--- config.mk ---
export PLATFORM = sky130hd
export DESIGN_NAME = regfile_wb_queue_flat
export DESIGN_NICKNAME = d
export VERILOG_FILES = /design/src/rtl/regfile_wb_queue_if.sv /design/src/rtl/regfile_wb_queue.sv /design/src/flat_wrapper.sv
export SDC_FILE = /design/constraint.sdc
export NUM_CORES = 1
export LEC_CHECK = 0
export CORE_ASPECT_RATIO = 1.1
export CORE_MARGIN = 2
export CORE_UTILIZATION = 45
export CTS_CLUSTER_SIZE = 20
export DETAILED_ROUTE_END_ITERATION = 6
export GPL_ROUTABILITY_DRIVEN = 0
export PLACE_DENSITY_LB_ADDON = 0.08
export REMOVE_ABC_BUFFERS = 1
export SYNTH_ARGS = -nofsm -noshare
export SYNTH_HDL_FRONTEND = slang
export SYNTH_SLANG_ARGS = --single-unit
--- constraint.sdc ---
create_clock -name i_clk -period 14 [get_ports i_clk]
set_input_delay 2.1 -clock i_clk [delete_from_list [all_inputs] [get_ports i_clk]]
set_output_delay 2.1 -clock i_clk [all_outputs]
set_load 0.005 [all_outputs]
--- src/rtl/regfile_wb_queue_if.sv ---
// Bus bundle between the execute/memory result mux, decode's hazard
// lookup and the register_file write port on one side, and the
// write-back queue on the other.
interface regfile_wb_queue_if #(
    parameter int DATA_WIDTH = 32,
    parameter int ADDR_WIDTH = 5,
    parameter int DEPTH      = 4
);
    localparam int CNT_W = $clog2(DEPTH + 1);

    logic                  i_wb_valid;
    logic                  o_wb_ready;
    logic [ADDR_WIDTH-1:0] i_wb_addr;
    logic [DATA_WIDTH-1:0] i_wb_data;
    logic                  i_drain_en;
    logic                  o_reg_write;
    logic [ADDR_WIDTH-1:0] o_rd_addr;
    logic [DATA_WIDTH-1:0] o_rd_data;
    logic [ADDR_WIDTH-1:0] i_chk_addr;
    logic                  o_chk_pending;
    logic [DATA_WIDTH-1:0] o_chk_data;
    logic [CNT_W-1:0]      o_count;
    logic                  o_empty;
    logic                  o_full;

    // The queue itself.
    modport slave (
        input  i_wb_valid, i_wb_addr, i_wb_data, i_drain_en, i_chk_addr,
        output o_wb_ready, o_reg_write, o_rd_addr, o_rd_data,
               o_chk_pending, o_chk_data, o_count, o_empty, o_full
    );

    // Whoever drives results in and consumes the write port.
    modport master (
        output i_wb_valid, i_wb_addr, i_wb_data, i_drain_en, i_chk_addr,
        input  o_wb_ready, o_reg_write, o_rd_addr, o_rd_data,
               o_chk_pending, o_chk_data, o_count, o_empty, o_full
    );
endinterface

--- src/rtl/regfile_wb_queue.sv ---
// Write-back queue: buffers completed results in a small in-order FIFO,
// drains one per cycle into the register_file write port, drops x0
// writes at the input and offers a youngest-match forwarding lookup.
module regfile_wb_queue #(
    parameter int DATA_WIDTH = 32,
    parameter int ADDR_WIDTH = 5,
    parameter int DEPTH      = 4
) (
    input  logic                i_clk,
    input  logic                i_rst_n,
    regfile_wb_queue_if.slave   bus
);
    localparam int PTR_W = $clog2(DEPTH);
    localparam int CNT_W = $clog2(DEPTH + 1);

    logic [ADDR_WIDTH-1:0] addr_q [DEPTH];
    logic [ADDR_WIDTH-1:0] addr_d [DEPTH];
    logic [DATA_WIDTH-1:0] data_q [DEPTH];
    logic [DATA_WIDTH-1:0] data_d [DEPTH];
    logic [DEPTH-1:0]      valid_q, valid_d;
    logic [PTR_W-1:0]      wr_ptr_q, wr_ptr_d;
    logic [PTR_W-1:0]      rd_ptr_q, rd_ptr_d;
    logic [CNT_W-1:0]      count_q, count_d;

    logic                  full;
    logic                  empty;
    logic                  push;
    logic                  pop;

    logic [PTR_W-1:0]      look_idx;
    logic                  chk_pending;
    logic [DATA_WIDTH-1:0] chk_data;

    // Handshake qualifiers; full/empty come from the count, not the pointers.
    always_comb begin
        full  = (count_q == CNT_W'(DEPTH));
        empty = (count_q == '0);
        push  = bus.i_wb_valid && !full && (bus.i_wb_addr != '0);
        pop   = !empty && bus.i_drain_en;
    end

    // Next-state for storage, valid bits, pointers and occupancy count.
    always_comb begin
        addr_d   = addr_q;
        data_d   = data_q;
        valid_d  = valid_q;
        wr_ptr_d = wr_ptr_q;
        rd_ptr_d = rd_ptr_q;
        count_d  = count_q;
        if (push) begin
            addr_d[wr_ptr_q]  = bus.i_wb_addr;
            data_d[wr_ptr_q]  = bus.i_wb_data;
            valid_d[wr_ptr_q] = 1'b1;
            wr_ptr_d          = wr_ptr_q + PTR_W'(1);
        end
        if (pop) begin
            valid_d[rd_ptr_q] = 1'b0;
            rd_ptr_d          = rd_ptr_q + PTR_W'(1);
        end
        case ({push, pop})
            2'b10:   count_d = count_q + CNT_W'(1);
            2'b01:   count_d = count_q - CNT_W'(1);
            default: count_d = count_q;
        endcase
    end

    // Control state with synchronous active-low reset; queued entries are discarded.
    always_ff @(posedge i_clk) begin
        if (!i_rst_n) begin
            valid_q  <= '0;
            wr_ptr_q <= '0;
            rd_ptr_q <= '0;
            count_q  <= '0;
        end else begin
            valid_q  <= valid_d;
            wr_ptr_q <= wr_ptr_d;
            rd_ptr_q <= rd_ptr_d;
            count_q  <= count_d;
        end
    end

    // Entry payload storage; contents are meaningless unless the valid bit is set.
    always_ff @(posedge i_clk) begin
        addr_q <= addr_d;
        data_q <= data_d;
    end

    // Youngest-match lookup: walk oldest to youngest so the last hit wins.
    always_comb begin
        look_idx    = '0;
        chk_pending = 1'b0;
        chk_data    = '0;
        for (int k = 0; k < DEPTH; k++) begin
            look_idx = rd_ptr_q + PTR_W'(k);
            if (valid_q[look_idx] && (addr_q[look_idx] == bus.i_chk_addr) &&
                (bus.i_chk_addr != '0)) begin
                chk_pending = 1'b1;
                chk_data    = data_q[look_idx];
            end
        end
    end

    // Output drive: head entry to the write port (zero when empty) plus status.
    always_comb begin
        bus.o_wb_ready    = !full;
        bus.o_reg_write   = pop;
        bus.o_rd_addr     = empty ? '0 : addr_q[rd_ptr_q];
        bus.o_rd_data     = empty ? '0 : data_q[rd_ptr_q];
        bus.o_chk_pending = chk_pending;
        bus.o_chk_data    = chk_data;
        bus.o_count       = count_q;
        bus.o_empty       = empty;
        bus.o_full        = full;
    end
endmodule
--- src/flat_wrapper.sv ---
// flat-port wrapper written by rule: the top's interface ports become plain ports
module regfile_wb_queue_flat 
#(
    parameter int DATA_WIDTH = 32,
    parameter int ADDR_WIDTH = 5,
    parameter int DEPTH      = 4
)
  (i_clk, i_rst_n, bus_i_wb_valid, bus_i_wb_addr, bus_i_wb_data, bus_i_drain_en, bus_i_chk_addr, bus_o_wb_ready, bus_o_reg_write, bus_o_rd_addr, bus_o_rd_data, bus_o_chk_pending, bus_o_chk_data, bus_o_count, bus_o_empty, bus_o_full);
  regfile_wb_queue_if #(.DATA_WIDTH(DATA_WIDTH), .ADDR_WIDTH(ADDR_WIDTH), .DEPTH(DEPTH)) bus_i ();
  input  logic i_clk;
  input  logic i_rst_n;
  input wire logic [$bits(bus_i.i_wb_valid)-1:0] bus_i_wb_valid;
  input wire logic [$bits(bus_i.i_wb_addr)-1:0] bus_i_wb_addr;
  input wire logic [$bits(bus_i.i_wb_data)-1:0] bus_i_wb_data;
  input wire logic [$bits(bus_i.i_drain_en)-1:0] bus_i_drain_en;
  input wire logic [$bits(bus_i.i_chk_addr)-1:0] bus_i_chk_addr;
  output wire logic [$bits(bus_i.o_wb_ready)-1:0] bus_o_wb_ready;
  output wire logic [$bits(bus_i.o_reg_write)-1:0] bus_o_reg_write;
  output wire logic [$bits(bus_i.o_rd_addr)-1:0] bus_o_rd_addr;
  output wire logic [$bits(bus_i.o_rd_data)-1:0] bus_o_rd_data;
  output wire logic [$bits(bus_i.o_chk_pending)-1:0] bus_o_chk_pending;
  output wire logic [$bits(bus_i.o_chk_data)-1:0] bus_o_chk_data;
  output wire logic [$bits(bus_i.o_count)-1:0] bus_o_count;
  output wire logic [$bits(bus_i.o_empty)-1:0] bus_o_empty;
  output wire logic [$bits(bus_i.o_full)-1:0] bus_o_full;
  assign bus_i.i_wb_valid = bus_i_wb_valid;
  assign bus_i.i_wb_addr = bus_i_wb_addr;
  assign bus_i.i_wb_data = bus_i_wb_data;
  assign bus_i.i_drain_en = bus_i_drain_en;
  assign bus_i.i_chk_addr = bus_i_chk_addr;
  assign bus_o_wb_ready = bus_i.o_wb_ready;
  assign bus_o_reg_write = bus_i.o_reg_write;
  assign bus_o_rd_addr = bus_i.o_rd_addr;
  assign bus_o_rd_data = bus_i.o_rd_data;
  assign bus_o_chk_pending = bus_i.o_chk_pending;
  assign bus_o_chk_data = bus_i.o_chk_data;
  assign bus_o_count = bus_i.o_count;
  assign bus_o_empty = bus_i.o_empty;
  assign bus_o_full = bus_i.o_full;
  regfile_wb_queue #(.DATA_WIDTH(DATA_WIDTH), .ADDR_WIDTH(ADDR_WIDTH), .DEPTH(DEPTH)) u_core (.i_clk(i_clk), .i_rst_n(i_rst_n), .bus(bus_i));
endmodule
==> flow_summary.toml <==
[timing]
finClkSkew_ns = 0.00736
finalSetupTns_ns = 0
fin_crit_ns = 7.84
rsz0062_at_grt = "false"
maxSlewViolCount = 0
maxSlewHeadroom = 0.142
max_freq_ghz = 0.128
min_period_over_period = 0.560
setup_violations = 0
worst_slack_ns = 6.16
hold_violations = 0
max_slew.worst_pin.slew_ns = 1.29

[place]
place_area_um2 = 11800
dp_cells = 1141
portBuffers = 122
dp_slack_ns = 6.16
hpwlAfterDp_mm = 16.4

[synth]
synth-edff-count = 148
yosysSeqAreaShare = 0.446
ys.flop_type = "edfxtp_1"
syn_inst = 783
syn_avg_cell_area_um2 = 13.4
synth-seq-cells = 159
yosysWarnings = 0
yosysTopAreaCell = "edfxtp_1"
yosysUniqueCellTypes = 43
netlist_area_um2 = 10500
ys_top_cells_by_area = "edfxtp_1, mux4_2, mux2i_1"
synth_top_area_frac = 0.425
async_reset_ff_frac = 0

[flow_run]
cap_violations = 0

[floorplanning]
fp.dieH_um = 164
die_x_um = 149
floorplan.io_pins = 123
start_util = 0.457
core_area_um2 = 22900
die-area_um2 = 24500
num_rows = 58

[power]
clkPwrFrac = 0.216
power.density_nw_per_um2 = 175
ir_worst_vdd_v = 0.000184
p_sw_uw = 782
internal-power_mw = 1.39
p_seq_frac = 0.291
power.leakage_nw = 3.86
pwr-share-comb = 0.493
sw_frac_of_total = 0.360

[detailed_routing]
totalWireLength_mm = 27.2
routedWlPerCell_um = 23.2
vias_per_cell = 6.08
ant_nets = 0
via_count = 7141
drt_pre_antenna_iters = 5
drtIter0Drc = 443
drc = 0

[clock_network]
cts_root_buf = "clkbuf_16"
post_cts_resized = 0
clock_latency_ns = 0.43
cts.hold.buffers_added = 0
htree_levels = 4
post-cts-setup-buffers = 0
cts_tree = "built"
clockBufferDepth = 2
clk_pin_slew_worst_paths_ns = 0.06
clock_sinks = 159
numCtsBuffers = 17

[run_status]
status = "completed"

[worst_setup_path]
crit_fanout = 34
crit_slowest_cell = "o21a_2"
cp.buffers_inverters = 2
crit_top_cell = "clkdlybuf4s50_1"
path_class = "in2out"
worst_ep_arrival_time_ns = 5.74
slowest_delay_ns = 1.13
critPathLaunchType = "input port"
critical_path_required_ns = 11.90
crit_path_cell_trace = "clkdlybuf4s50_1, nor3_1, nand2_1, nand2_2, o21a_2, a221oi_2, clkdlybuf4s50_1"
cp_top_family = "compound AO/OA/AOI/OAI gates"
cp-end-kind = "output pin"

[final_layout]
mostFrequentLayoutCell = "edfxtp_1"
layout.cells.non_filler = 1174
fin_nets = 916
stdcell_area_um2 = 12400
final_util = 0.544
area_delta_synth_final_pct = 18.8
layout_common_cells = "edfxtp_1, clkdlybuf4s50_1, mux4_2"
fill_cells = 1926
drive_gt1_frac = 0.267

[grt]
grt_overflow = 0
track_usage = 0.228
grt_pass1_wl_mm = 41.9
grt_max_degree = 93
antenna_found_initial = 2
grt_pass1_vias = 7605

[min_path]
hp-class = "reg2reg"
flip-flops by register name, summed over array words and instances, names as in the netlist:
name / flops
u_core.data_q: 128
u_core.addr_q: 20
u_core.valid_q: 4
u_core.bus.o_count: 3
u_core.rd_ptr_q: 2
u_core.wr_ptr_q: 2
Yosys cell counts, types with 2 or more instances:
| cell | n |
|---|---|
| a211oi_1 | 32 |
| a221oi_1 | 2 |
| a221oi_2 | 30 |
| and2_1 | 8 |
| buf_1 | 5 |
| buf_2 | 19 |
| buf_4 | 8 |
| buf_6 | 5 |
| clkbuf_1 | 40 |
| dfxtp_1 | 11 |
| edfxtp_1 | 148 |
| ha_1 | 9 |
| inv_1 | 9 |
| mux2_2 | 33 |
| mux2i_1 | 75 |
| mux4_2 | 79 |
| nand2_1 | 41 |
| nand3_1 | 2 |
| nand4_2 | 2 |
| nor2_1 | 66 |
| nor2b_1 | 8 |
| nor3_1 | 40 |
| nor3_2 | 29 |
| nor3b_1 | 2 |
| o211a_1 | 4 |
| o21ai_0 | 34 |
| o22ai_1 | 2 |
| or3_1 | 2 |
| xnor2_1 | 18 |
| xor2_1 | 7 |
cell families after synthesis:
kind of cell	count (synthesis)	share of synthesized area
AO/OA/AOI/OAI	111	0.0954
XOR/XNOR	25	0.0209
adder cells (fa/ha/maj)	10	0.0127
buffers and inverters	87	0.0415
flip-flops	159	0.446
multiplexers	188	0.280
AND/OR/NAND/NOR	203	0.103
area by class of cell:
cell class                      instances  area [um2]  area share
Antenna cell                            1        2.50    0.000201
Clock buffer                           18         429      0.0345
Clock inverter                         14         168      0.0135
Inverter                                9        33.8     0.00272
Multi-Input combinational cell        537        5420       0.436
Sequential cell                       159        4670       0.376
Tap cell                              300         375      0.0302
Timing Repair Buffer                  136        1330       0.107
final timing paths:
path	start	endpoint	slack [ns]	cells after the start
setup / recovery	bus_i_chk_addr[0]	bus_o_chk_data[28]	6.16	7
hold / removal	u_core.valid_q[3]	u_core.valid_q[3]	0.55	1
hold reg to reg	u_core.valid_q[3]	u_core.valid_q[3]	0.55	1
setup reg to reg	u_core.bus.o_count[2]	u_core.bus.o_count[2]	11.40	8
power by group through the flow:
stage	combinational [mW]	clock, mW	sequential [mW]
finish	1.07	0.471	0.633
global route	1.16	0.492	0.642
CTS	1.09	0.479	0.633
detailed placement	1.08	0	0.643
global placement	1.06	0	0.636
floorplan	0.765	0	0.693
routing by layer:
layer | global-route usage | vias to the layer above | part of all wire
li1 | - | 3261 | -
met3 | 0.0322 | 43 | 0.036
met2 | 0.420 | 177 | 0.54
met4 | 0.0892 | 2 | 0.021
met1 | 0.268 | 3658 | 0.40
met5 | 0 | - | 0.00048
metrics by stage:
stage / hold slack (ns) / power, mW
after floorplan: 0.500 / 1.46
after global placement: 0.521 / 1.70
after detailed placement: 0.534 / 1.72
after CTS: 0.548 / 2.20
after global routing: 0.562 / 2.29
final: 0.546 / 2.18
worst register-to-register path: stages (launching register included):
cell and delay, ns:
dfxtp_1 0.41, nor3_2 0.08, nor2b_1 0.56, ha_1 0.31
inv_1 0.07, fa_1 0.37, xor2_1 0.17, or3_1 0.33
a21boi_0 0.23
(Power assumes the default switching activity.)
